<file path="src/rtl/hazard_sequencer.sv">
// Decode-stage hazard controller: forwarding, load-use bubbles, LDW/SDW micro-op sequencing, branch squash.
// Optional macro HZD_FWD_EN enables forwarding; without it every in-flight match stalls.
module hazard_sequencer #(
   parameter logic [5:0] OP_LW  = 6'd10,
   parameter logic [5:0] OP_LDW = 6'd11,
   parameter logic [5:0] OP_SDW = 6'd13
) (
   input  logic        clk,
   input  logic        clear,
   input  logic [5:0]  op_code,
   input  logic [3:0]  rs,
   input  logic [3:0]  rb,
   input  logic        rs_used,
   input  logic        rb_used,
   input  logic [3:0]  ex_rd,
   input  logic [3:0]  mem_rd,
   input  logic [3:0]  wb_rd,
   input  logic        ex_reg_w,
   input  logic        mem_reg_w,
   input  logic        wb_reg_w,
   input  logic        ex_mem_r,
   input  logic        kill,
   output logic        stall,
   output logic        bubble,
   output logic        turn_off,
   output logic        add_rd,
   output logic        add_imm,
   output logic [1:0]  fwa,
   output logic [1:0]  fwb,
   output logic [15:0] stall_cnt
);

   typedef enum logic [1:0] {NORM, DW2, KILL} state_t;

   state_t     state, state_nxt;
   logic       ex_a, mem_a, wb_a, ex_b, mem_b, wb_b;
   logic       hazard;
   logic       is_dw;
   logic [1:0] fwa_raw, fwb_raw;

   // Loads are flagged upstream through ex_mem_r; OP_LW is kept for interface compatibility.
   logic       unused_op_lw;
   assign unused_op_lw = ^OP_LW;

   function automatic logic [1:0] fw_pick(input logic e, input logic m, input logic w);
      if (e)      return 2'b01;
      else if (m) return 2'b10;
      else if (w) return 2'b11;
      else        return 2'b00;
   endfunction

   assign ex_a  = ex_reg_w  && (ex_rd  == rs) && rs_used;
   assign mem_a = mem_reg_w && (mem_rd == rs) && rs_used;
   assign wb_a  = wb_reg_w  && (wb_rd  == rs) && rs_used;
   assign ex_b  = ex_reg_w  && (ex_rd  == rb) && rb_used;
   assign mem_b = mem_reg_w && (mem_rd == rb) && rb_used;
   assign wb_b  = wb_reg_w  && (wb_rd  == rb) && rb_used;

`ifdef HZD_FWD_EN
   assign hazard  = ex_mem_r && (ex_a || ex_b);
   assign fwa_raw = fw_pick(ex_a, mem_a, wb_a);
   assign fwb_raw = fw_pick(ex_b, mem_b, wb_b);
`else
   logic unused_ex_mem_r;
   assign unused_ex_mem_r = ex_mem_r;
   assign hazard  = ex_a || mem_a || wb_a || ex_b || mem_b || wb_b;
   assign fwa_raw = '0;
   assign fwb_raw = '0;
`endif

   assign is_dw = (op_code == OP_LDW) || (op_code == OP_SDW);

   always_ff @(posedge clk or negedge clear) begin
      if (!clear) state <= NORM;
      else        state <= state_nxt;
   end

   assign turn_off = (state == KILL);
   assign add_rd   = (state == DW2);
   assign add_imm  = (state == DW2);

   always_comb begin
      state_nxt = state;
      stall     = 1'b0;
      bubble    = 1'b0;
      fwa       = '0;
      fwb       = '0;
      if (clear) begin
         unique case (state)
            NORM: begin
               fwa = fwa_raw;
               fwb = fwb_raw;
               // A hazard stall outranks both DW issue and a kill; the branch re-resolves next cycle.
               if (hazard) begin
                  stall  = 1'b1;
                  bubble = 1'b1;
               end else if (is_dw) begin
                  stall     = 1'b1;
                  state_nxt = DW2;
               end else if (kill) begin
                  state_nxt = KILL;
               end
            end
            DW2: begin
               fwa = fwa_raw;
               fwb = fwb_raw;
               if (hazard) begin
                  stall  = 1'b1;
                  bubble = 1'b1;
               end else begin
                  state_nxt = NORM;
               end
            end
            KILL: state_nxt = NORM;
            default: state_nxt = NORM;
         endcase
      end
   end

   always_ff @(posedge clk or negedge clear) begin
      if (!clear)                          stall_cnt <= '0;
      else if (stall && (stall_cnt != '1)) stall_cnt <= stall_cnt + 16'd1;
   end

endmodule

</file>
<file path="config.mk">
export PLATFORM = sky130hd
export DESIGN_NAME = hazard_sequencer
export DESIGN_NICKNAME = d
export VERILOG_FILES = /design/src/rtl/hazard_sequencer.sv
export SDC_FILE = /design/constraint.sdc
export NUM_CORES = 1
export LEC_CHECK = 0
export CAP_MARGIN = 5
export CORE_MARGIN = 1
export CORE_UTILIZATION = 45
export CTS_BUF_LIST = sky130_fd_sc_hd__clkbuf_8
export DETAILED_ROUTE_END_ITERATION = 10
export GPL_TIMING_DRIVEN = 0
export PLACE_DENSITY = 0.89
export REMOVE_ABC_BUFFERS = 1
export SLEW_MARGIN = 20
export SYNTH_ARGS = -nofsm -noshare
export SYNTH_HDL_FRONTEND = slang
export SYNTH_SLANG_ARGS = --single-unit
export TNS_END_PERCENT = 100
</file>
<file path="constraint.sdc">
create_clock -name clk -period 3.6 [get_ports clk]
set_input_delay 0.9 -clock clk [delete_from_list [all_inputs] [get_ports clk]]
set_output_delay 0.9 -clock clk [all_outputs]
set_load 0.02 [all_outputs]
</file>
==> results of run 1 <==
==> area by class of cell <==
class | count | area, µm²
Fill cell | 193 | 660.6
Sequential cell | 18 | 450.4
Inverter | 1 | 3.754
Timing Repair Buffer | 55 | 531.8
Clock buffer | 3 | 41.29
Multi-Input combinational cell | 104 | 819.5
Tap cell | 30 | 37.54
==> per-layer routing <==
metal	track usage, %	vias up	wire [µm]
li1	-	540	-
met1	25.60	546	1329
met2	45.33	44	1744
met3	3.333	3	190
met4	5.128	0	25
met5	0	-	0
==> metrics by stage <==
| step | cell area (µm²) | power [mW] |
|---|---|---|
| after floorplan | 1206 | 0.3352 |
| after global routing | 1884 | 0.6128 |
| final | 1884 | 0.5828 |
| after detailed placement | 1784 | 0.4413 |
| after global placement | 1784 | 0.4344 |
| after CTS | 1866 | 0.5827 |
==> logic make-up (layout without fill, tap and decap cells) <==
kind of cell / Yosys count / in the layout
AND/OR/NAND/NOR: 52 / 52
XOR/XNOR: 39 / 39
flip-flops: 18 / 18
buffers and inverters: 7 / 59
AO/OA/AOI/OAI: 6 / 6
multiplexers: 2 / 2
adder cells (fa/ha/maj): 1 / 1
other: 1 / 4
==> worst reg2reg max path, delay by kind of cell (launching register included) <==
kind            cells  cell delay (ns)
simple gates        3             0.67
compound gates      2             0.62
flops               1             0.44
mux                 1             0.39
==> cell usage after synthesis <==
| cell type | count | share of area, % |
|---|---|---|
| ha_1 | 1 | 1.0 |
| and4_1 | 1 | 0.70 |
| and4_2 | 1 | 0.80 |
| a21oi_4 | 1 | 1.3 |
| nand4_1 | 4 | 2.0 |
| nor2b_1 | 1 | 0.50 |
| mux2_4 | 1 | 1.2 |
| a21oi_1 | 1 | 0.40 |
| xnor2_1 | 19 | 13 |
| inv_1 | 1 | 0.30 |
| buf_4 | 5 | 3.0 |
| conb_1 | 1 | 0.30 |
| nand2_1 | 6 | 1.8 |
| a22o_1 | 1 | 0.70 |
| nor4_4 | 1 | 1.7 |
| xor2_1 | 20 | 14 |
| a31o_1 | 1 | 0.70 |
| and3_1 | 3 | 1.5 |
| nor2_1 | 7 | 2.1 |
| and2_1 | 1 | 0.50 |
| buf_6 | 1 | 0.91 |
| nand2b_1 | 2 | 1.0 |
| nand3_1 | 12 | 4.8 |
| nor3b_1 | 1 | 0.60 |
| o21ai_0 | 2 | 0.80 |
| and3_2 | 2 | 1.2 |
| nor4_1 | 6 | 3.0 |
| dfrtp_1 | 18 | 36 |
| nand3_2 | 2 | 1.6 |
| mux2_2 | 1 | 0.91 |
| nor3_1 | 2 | 0.80 |
==> power by group through the flow <==
stage	registers [mW]	logic, mW	clock network, mW
3_5_place_dp	0.248	0.194	0
4_1_cts	0.245	0.201	0.137
2_1_floorplan	0.266	0.0693	0
6_report	0.245	0.203	0.135
3_3_place_gp	0.246	0.188	0
5_1_grt	0.249	0.220	0.144
==> worst min-delay path by stage <==
stage	start	end	slack (ns)	depth (start not counted)
after floorplan	state[0]	state[0]	0.54	1
after global placement	stall_cnt[12]	stall_cnt[12]	0.48	1
after detailed placement	stall_cnt[12]	stall_cnt[12]	0.48	1
after CTS	stall_cnt[12]	stall_cnt[12]	0.49	1
after global routing	stall_cnt[4]	stall_cnt[4]	0.53	1
final	stall_cnt[12]	stall_cnt[12]	0.49	1
==> sequential cells by signal, indices dropped and copies added (netlist names) <==
name	cells
stall_cnt	16
state	2
==> what timing repair did <==
action | CTS | global route
setup buffers | 1 | 0
resized for setup | 14 | 7
hold endpoints to repair | 0 | 0
pin swaps | 2 | 1
endpoints found under the setup margin | 2 | 2
==> flow_metrics.tcl, run 1 <==
set metrics [dict create \
    wl_mm 3.289 \
    syn_area_um2 1244 \
    syn_inst 126 \
    antenna_cells 0 \
    pwr-share-comb_pct 34.8 \
    reg2regPathDepth 6 \
    cpMostUsedCell "nor4_4" \
    post-route-min-period_ns 3.502 \
    dr.pass1.iters 4 \
    routed_via_density 5.370 \
    hold_slack_ns 0.4855 \
    swShare_pct 31.63 \
    worstPathArrival_ns 2.60 \
    drc_errors 0 \
    finClkSkew_ns 0.002597 \
    hold_buffers 0 \
    core_region_area_um2 2545 \
    crit_end "bubble" \
    synth-simple-area-share_pct 24.75 \
    setup_violations 0 \
    drv_slew 0 \
    start_kind "input pin" \
    worstSetupPathType "input pin to primary output" \
    clockBufferDepth 2 \
    drv_cap 0 \
    mostFrequentLayoutCell "clkdlybuf4s50_1" \
    grt_pass1_wl_mm 4.767 \
    grt-ovfl-total 0 \
    routed-via-count 1133 \
    crit_required_ns 2.70 \
    crit_path_max_fanout 4 \
    dp_hpwl_mm 2.430 \
    synthAdderAreaFrac_pct 1.006 \
    antenna_found_initial 0 \
    postRouteAntennaNets 0 \
    clk_pin_slew_ns 0.06 \
    clkPwrFrac_pct 23.2 \
    pwr-share-seq_pct 42.0 \
    gp_congestion 0.7107 \
    fin_ws_ns 0.09755 \
    r2r_end "stall_cnt[1]" \
    fin_setup_tns_ns 0 \
    p_int_uw 398.4 \
    rows 18 \
    yosys-mux-area-fraction_pct 2.113 \
    yosys_warnings 0 \
    synth-seq-cells 18 \
    synth_top_family_by_area "XOR/XNOR gates" \
    reg2reg_from "stall_cnt[7]" \
    ff2ff_setup_slack_ns 1.38 \
    end_kind "primary output" \
    startpoint "rb[1]" \
    cp_num_cells 7 \
    drt_iter0_drc 11 \
    wl_per_cell_um 15.59 \
    path_delay_family "buffers and inverters" \
    status "finished clean" \
    synth.yosys.seq_area_share_pct 36.22 \
    avgSynthCellArea_um2 9.871 \
    htreeDepth 1 \
    cts-root-buf "clkbuf_8" \
    min_period_over_period_pct 97.29 \
    track_usage_pct 23.08 \
    clock_latency_ns 0.25 \
    io_buffers 54 \
    clock_sinks 18 \
    hold_path.class "flop to flop" \
    die_y_um 54.57 \
    dieArea_um2 2978 \
    numCtsBuffers 3 \
    leakage_nw 0.7464 \
    critPathBufInv 2 \
    synth_compound_area_share_pct 3.924 \
    ir_drop_mv 0.4167 \
    path_cells "clkdlybuf4s50_1 -> xor2_1 -> nor4_4 -> nor4_4 -> and2_1 -> nor2_1 -> buf_2" \
    critPathMaxStageDelay_ns 0.57 \
    finalHoldViolCount 0 \
    first_global_vias 1098 \
    synth_xor_area_share_pct 27.46 \
    final_cell_mix "clkdlybuf4s50_1 (50), xor2_1 (19), xnor2_1 (19), dfrtp_1 (18), nand3_1 (12)" \
    cp_slowest_cell "clkdlybuf4s50_1" \
    grt_max_degree 22 \
    p_sw_uw 184.3 \
    layout-drive-gt1-share_pct 13.26 \
    io_pins 60 \
    cellPowerDensity_nw_per_um2 309.3 \
    yosysUniqueCellTypes 31 \
    fmax_mhz 285.5 \
    fin_nets 219 \
    area_growth_pct 51.51 \
    instances_no_fill 211 \
    cts_tree "yes" \
    final_util_pct 74.04 \
    rsz0062_at_grt "false" \
    die_w_um 54.57 \
    place_ws_ns -0.4683 \
    start_util_pct 48.87 \
    dp.cells 207 \
]
Power figures use the tool's default switching activity.
==> run 2: changes to the inputs <==
ABC_AREA = 1   (was not set)
CORE_UTILIZATION = 49   (was 45)
==> run 2 against run 1 <==
Against the previous run:
- highest routed layer unchanged
- cell count grew 63%
- flip-flop and latch count is the same
- sequential power grew 4%
==> flow_metrics.tcl, run 2 <==
set metrics [dict create \
    status "finished clean" \
    fillers 259 \
    dr.pass1.iters 5 \
    fin_nets 336 \
    wl_met1_mm 1.598 \
    power_uw 671.7 \
    clock_latency_ns 0.26 \
    placed_area_um2 2093 \
    fmax_mhz 289.0 \
    finalHoldViolCount 0 \
    postRouteAntennaNets 0 \
    worst_pin_slew_ns 0.8950 \
    yosys-top-cells-area "dfrtp_1 (29%), nand2_1 (24%), nand3_1 (10%)" \
    dr_wl_met2_mm 1.897 \
    layout-drive-gt1-share_pct 5.686 \
    htreeDepth 1 \
    top_register "stall_cnt" \
    clockBufferDepth 2 \
    post-route-min-period_ns 3.460 \
    leakage_nw 1.069 \
    dr_wl_met3_um 167 \
    grt_pass1_wl_mm 6.334 \
    yosys_warnings 0 \
    cts_tree "yes" \
    yosysTopAreaCell "dfrtp_1" \
    dieArea_um2 3395 \
    synth_common_cells "nand2_1 (98), nand3_1 (31), nor2_1 (27)" \
    track_usage_pct 23.76 \
    maxUsedRoutingLayer "met4" \
    die_y_um 58.27 \
    hold-path-endpoint "stall_cnt[15]" \
    antenna_found_initial 0 \
    io_pins 60 \
    io_buffers 54 \
    area_growth_pct 38.23 \
    ff2ff_setup_slack_ns 1.70 \
    yosys-mux-area-fraction_pct 0 \
    wl_mm 3.727 \
    drv_slew 0 \
    first_global_vias 1507 \
    start_kind "input pin" \
    final_cell_mix "nand2_1 (98), clkdlybuf4s50_1 (50), nand3_1 (31), nor2_1 (27), inv_1 (20)" \
    syn_area_um2 1551 \
    finClkSkew_ns 0.002909 \
    yosysMostFrequentCell "nand2_1" \
    synth_xor_area_share_pct 11.29 \
    routed_via_density 4.892 \
    synth.yosys.seq_area_share_pct 29.03 \
    drv_cap 0 \
    hold_path.class "flop to flop" \
    slew_headroom_pct 40.33 \
    r2r_end "stall_cnt[14]" \
    drc_errors 0 \
    die_w_um 58.27 \
    instances_no_fill 343 \
    synth_flop_cell "dfrtp_1" \
    core_region_area_um2 3028 \
    cpMostUsedCell "nand2_1" \
    fin_area_um2 2145 \
    hold_depth 2 \
    crit_required_ns 2.70 \
    worstPathArrival_ns 2.56 \
    wl_per_cell_um 10.87 \
    synthAdderAreaFrac_pct 0.8065 \
    critPathMaxStageDelay_ns 0.55 \
    synth_top_family_by_area "simple AND/OR/NAND/NOR gates" \
    ir_drop_mv 0.3140 \
    largest_register_ffs 16 \
    place_ws_ns -0.4871 \
    synth_top_cell_area_share_pct 29.03 \
    synth_edf_count 0 \
    path_delay_family "buffers and inverters" \
    avgSynthCellArea_um2 6.307 \
    setup_violations 0 \
    dp_hpwl_mm 2.878 \
    critPathBufInv 4 \
    crit_path_max_fanout 4 \
    clock_sinks 18 \
    gp_congestion 0.8437 \
    rsz0062_at_grt "false" \
    syn_inst 246 \
    largestRegisters "stall_cnt: 16 flops, state: 2 flops" \
    yosysUniqueCellTypes 23 \
    rows 20 \
    antenna_cells 0 \
    routed-via-count 1678 \
    worstSetupPathType "input pin to primary output" \
    clk_pin_slew_ns 0.07 \
    start_util_pct 51.24 \
    numCtsBuffers 3 \
    synth_compound_area_share_pct 1.290 \
    hold_start "stall_cnt[15]" \
    drt_iter0_drc 119 \
    hold_slack_ns 0.5127 \
    min_period_over_period_pct 96.12 \
    grt-ovfl-total 0 \
    end_kind "primary output" \
    fin_ws_ns 0.1396 \
    dp.cells 339 \
    async_flop_share_pct 100.0 \
    reg2regPathDepth 9 \
    synth-seq-cells 18 \
    cellPowerDensity_nw_per_um2 313.2 \
    path_cells "clkdlybuf4s50_1 -> inv_2 -> nand2_1 -> nand2_1 -> nor2_1 -> nand3_1 -> nand3_1 -> nand2_1 -> nand2_2 -> nand3_4 -> inv_1 -> clkdlybuf4s15_1" \
    cp_slowest_cell "clkdlybuf4s50_1" \
    cts-root-buf "clkbuf_8" \
    reg2reg_from "stall_cnt[0]" \
    mostFrequentLayoutCell "nand2_1" \
    synth-simple-area-share_pct 47.10 \
    grt_max_degree 22 \
]
==> run 2: tightest hold or removal path: stages, from the launching register on <==
cell and delay (ns):
dfrtp_1 0.37, nand2_1 0.06, nand2_1 0.05
==> run 2: power by group <==
group          switching, mW  internal [mW]  total (mW)  leakage, nW
clock                 0.0689         0.0973       0.166       0.0288
sequential            0.0286          0.225       0.254        0.246
combinational          0.134          0.118       0.252        0.794
==> run 2: cell families (layout without fill, tap and decap cells) <==
logic type               Yosys count  after routing
AO/OA/AOI/OAI                      4              4
XOR/XNOR                          20             20
adder cells (fa/ha/maj)            1              1
buffers and inverters             33             83
flip-flops                        18             18
other                              1              4
AND/OR/NAND/NOR                  169            169
==> run 2: timing repair <==
| item | in CTS | in global routing |
|---|---|---|
| pin swaps | 0 | 0 |
| hold buffers | 0 | 0 |
| buffers inserted | 0 | 0 |
| resized for setup | 4 | 3 |
| endpoints found under the setup margin | 2 | 2 |
==> run 2: worst max path at each step <==
stage,from,to,slack (ns),cells after the start
global route,rb[3],bubble,0.005,12
finish,rb[1],bubble,0.14,12
floorplan,wb_rd[1],bubble,1.06,10
CTS,rs[1],stall,0.02,12
global placement,clear,stall,-0.49,4
detailed placement,clear,stall,-0.49,4
==> run 2: area by class of cell <==
cell class                 instances  area, µm²  area share, %
multi-input combinational        198      953.4          44.46
tap                               44      55.05          2.567
clock buffer                       4      55.05          2.567
inverter                          25      93.84          4.376
timing repair buffer              54      536.8          25.03
sequential                        18      450.4          21.00
==> run 2: per-layer routing <==
layer	track usage, %	vias up
li1	-	859
met1	29.68	765
met2	43.02	47
met3	2.232	7
met4	7.483	0
met5	0	-
==> run 2: stage by stage <==
stage / setup TNS (ns) / util [%]
finish: 0 / 70.83
global placement: -0.7025 / 69.13
CTS: 0 / 70.87
global route: 0 / 70.83
floorplan: 0 / -
detailed placement: -0.7041 / 69.13
==> run 3: changes to the inputs <==
CORE_UTILIZATION = 47   (was 49)
CTS_BUF_LIST = not set   (was sky130_fd_sc_hd__clkbuf_8)
PLACE_DENSITY = 0.86   (was 0.89)
RECOVER_POWER = 50   (was not set)
clock period = 4.47 ns   (was 3.6 ns; I/O delays follow)
==> run 3 against run 2 <==
Against the previous run:
- clock skew down 0.0012 ns
- routed wire length fell by 2.6%
- critical path depth unchanged
- cell count is the same
- via count shrank 3.3%
- critical path type unchanged
- critical endpoint unchanged
- highest routed layer unchanged
==> flow_metrics.tcl, run 3 (synthesized netlist as in run 2, its figures left out) <==
set metrics [dict create \
    reg2reg_from "stall_cnt[0]" \
    worstPathArrival_ns 3.09 \
    rows 20 \
    io_buffers 54 \
    fin_area_um2 2126 \
    worstSetupPathType "input pin to primary output" \
    cpMostUsedCell "nand2_1" \
    finClkSkew_ns 0.001661 \
    fin_ws_ns 0.2633 \
    mostFrequentLayoutCell "nand2_1" \
    ff2ff_setup_slack_ns 2.55 \
    drv_cap 0 \
    crit_required_ns 3.35 \
    clock_latency_ns 0.29 \
    routed-via-count 1622 \
    end_kind "primary output" \
    antenna_found_initial 0 \
    grt-ovfl-total 0 \
    start_kind "input pin" \
    critPathMaxStageDelay_ns 0.62 \
    grt_max_degree 22 \
    cts_setup_buffers 0 \
    grt_pass1_wl_mm 6.037 \
    fin_nets 336 \
    ir_drop_mv 0.2769 \
    wl_mm 3.630 \
    dieArea_um2 3535 \
    die_y_um 59.46 \
    min_period_over_period_pct 94.11 \
    leakage_nw 1.096 \
    fin_setup_tns_ns 0 \
    numCtsBuffers 3 \
    place_ws_ns -0.08202 \
    drc_errors 0 \
    clockBufferDepth 2 \
    dr.pass1.iters 5 \
    clk_pin_slew_ns 0.10 \
    gp_congestion 0.8563 \
    cellPowerDensity_nw_per_um2 236.5 \
    track_usage_pct 22.60 \
    rsz0062_at_grt "false" \
    antenna_cells 0 \
    start_util_pct 50.00 \
    hold_path.class "flop to flop" \
    crit_path_max_fanout 4 \
    top_register "stall_cnt" \
    status "finished clean" \
    wl_per_cell_um 10.58 \
    core_region_area_um2 3103 \
    slew_headroom_pct 23.76 \
    die_w_um 59.46 \
    crit_end "bubble" \
    cp_slowest_cell "clkdlybuf4s50_1" \
    drt_iter0_drc 124 \
    hold_slack_ns 0.5084 \
    cts-root-buf "clkbuf_4" \
    setup_violations 0 \
    path_cells "clkdlybuf4s50_1 -> inv_2 -> nand2_1 -> nand2_1 -> nor2_1 -> nand3_1 -> nand3_1 -> nand2_1 -> nand2_2 -> nand3_4 -> inv_1 -> clkdlybuf4s50_1" \
    placed_area_um2 2093 \
    first_global_vias 1402 \
    final_cell_mix "nand2_1 (98), clkdlybuf4s50_1 (42), nand3_1 (31), nor2_1 (27), inv_1 (20)" \
    startpoint "rs[0]" \
    reg2regPathDepth 9 \
    drv_slew 0 \
    cts_tree "yes" \
    area_growth_pct 37.02 \
    fmax_mhz 237.7 \
    worst_pin_slew_ns 1.144 \
    finalHoldViolCount 0 \
    clock_sinks 18 \
    io_pins 60 \
    power_uw 502.7 \
    r2r_end "stall_cnt[8]" \
    htreeDepth 1 \
    largestRegisters "stall_cnt: 16 flops, state: 2 flops" \
    largest_register_ffs 16 \
    layout-drive-gt1-share_pct 5.351 \
    post-route-min-period_ns 4.207 \
    routed_via_density 4.729 \
    dp_hpwl_mm 2.889 \
    postRouteAntennaNets 0 \
]
run 3: changes by cell type in the layout (fill, tap and decap cells not counted), sizes merged:
cell | previous run | this run
dlygate4sd3 | 0 | 10
dlygate4sd2 | 1 | 0
clkdlybuf4s15 | 1 | 0
clkdlybuf4s50 | 50 | 42
run 3: layout make-up:
class | instances | area, µm²
Fill cell | 294 | 977.2
Multi-Input combinational cell | 198 | 953.4
Timing Repair Buffer | 54 | 536.8
Sequential cell | 18 | 450.4
Inverter | 25 | 93.84
Tap cell | 44 | 55.05
Clock buffer | 4 | 36.28
run 3: layer usage:
metal | global-route usage, % | wire (µm) | vias to the layer above
met4 | 5.782 | 33 | 0
met2 | 39.17 | 1742 | 50
met1 | 28.49 | 1643 | 709
met3 | 4.585 | 211 | 4
li1 | - | - | 859
met5 | 0 | 0 | -
run 3: worst min path at each step:
stage                        startpoint             to  slack [ns]  depth (start not counted)
after global placement    stall_cnt[15]  stall_cnt[15]        0.48                          2
after floorplan                state[0]       state[0]        0.50                          2
after global routing      stall_cnt[15]  stall_cnt[15]        0.53                          2
final                     stall_cnt[15]  stall_cnt[15]        0.51                          2
after CTS                 stall_cnt[15]  stall_cnt[15]        0.52                          2
after detailed placement  stall_cnt[15]  stall_cnt[15]        0.49                          2
run 3: where the power goes:
part           internal [mW]  total, mW  switching (mW)
clock                 0.0497     0.0986          0.0490
sequential             0.181      0.205          0.0237
combinational         0.0919      0.199           0.107
total                  0.323      0.503           0.180
run 3: worst max-delay path, delay by kind of cell:
family | cells | cell delay [ns]
AND/OR/NAND/NOR | 8 | 0.64
buffers and inverters | 4 | 1.32
run 3: metrics by stage:
stage / cells / util, %
2_1_floorplan: 241 / -
3_3_place_gp: 339 / 67.46
3_5_place_dp: 339 / 67.46
4_1_cts: 343 / 68.59
5_1_grt: 343 / 68.51
6_report: 343 / 68.51
run 3: what timing repair did:
item                                    4_1_cts  5_1_grt
hold buffers                                  0        0
resized for setup                             1        1
endpoints found under the setup margin        1        1
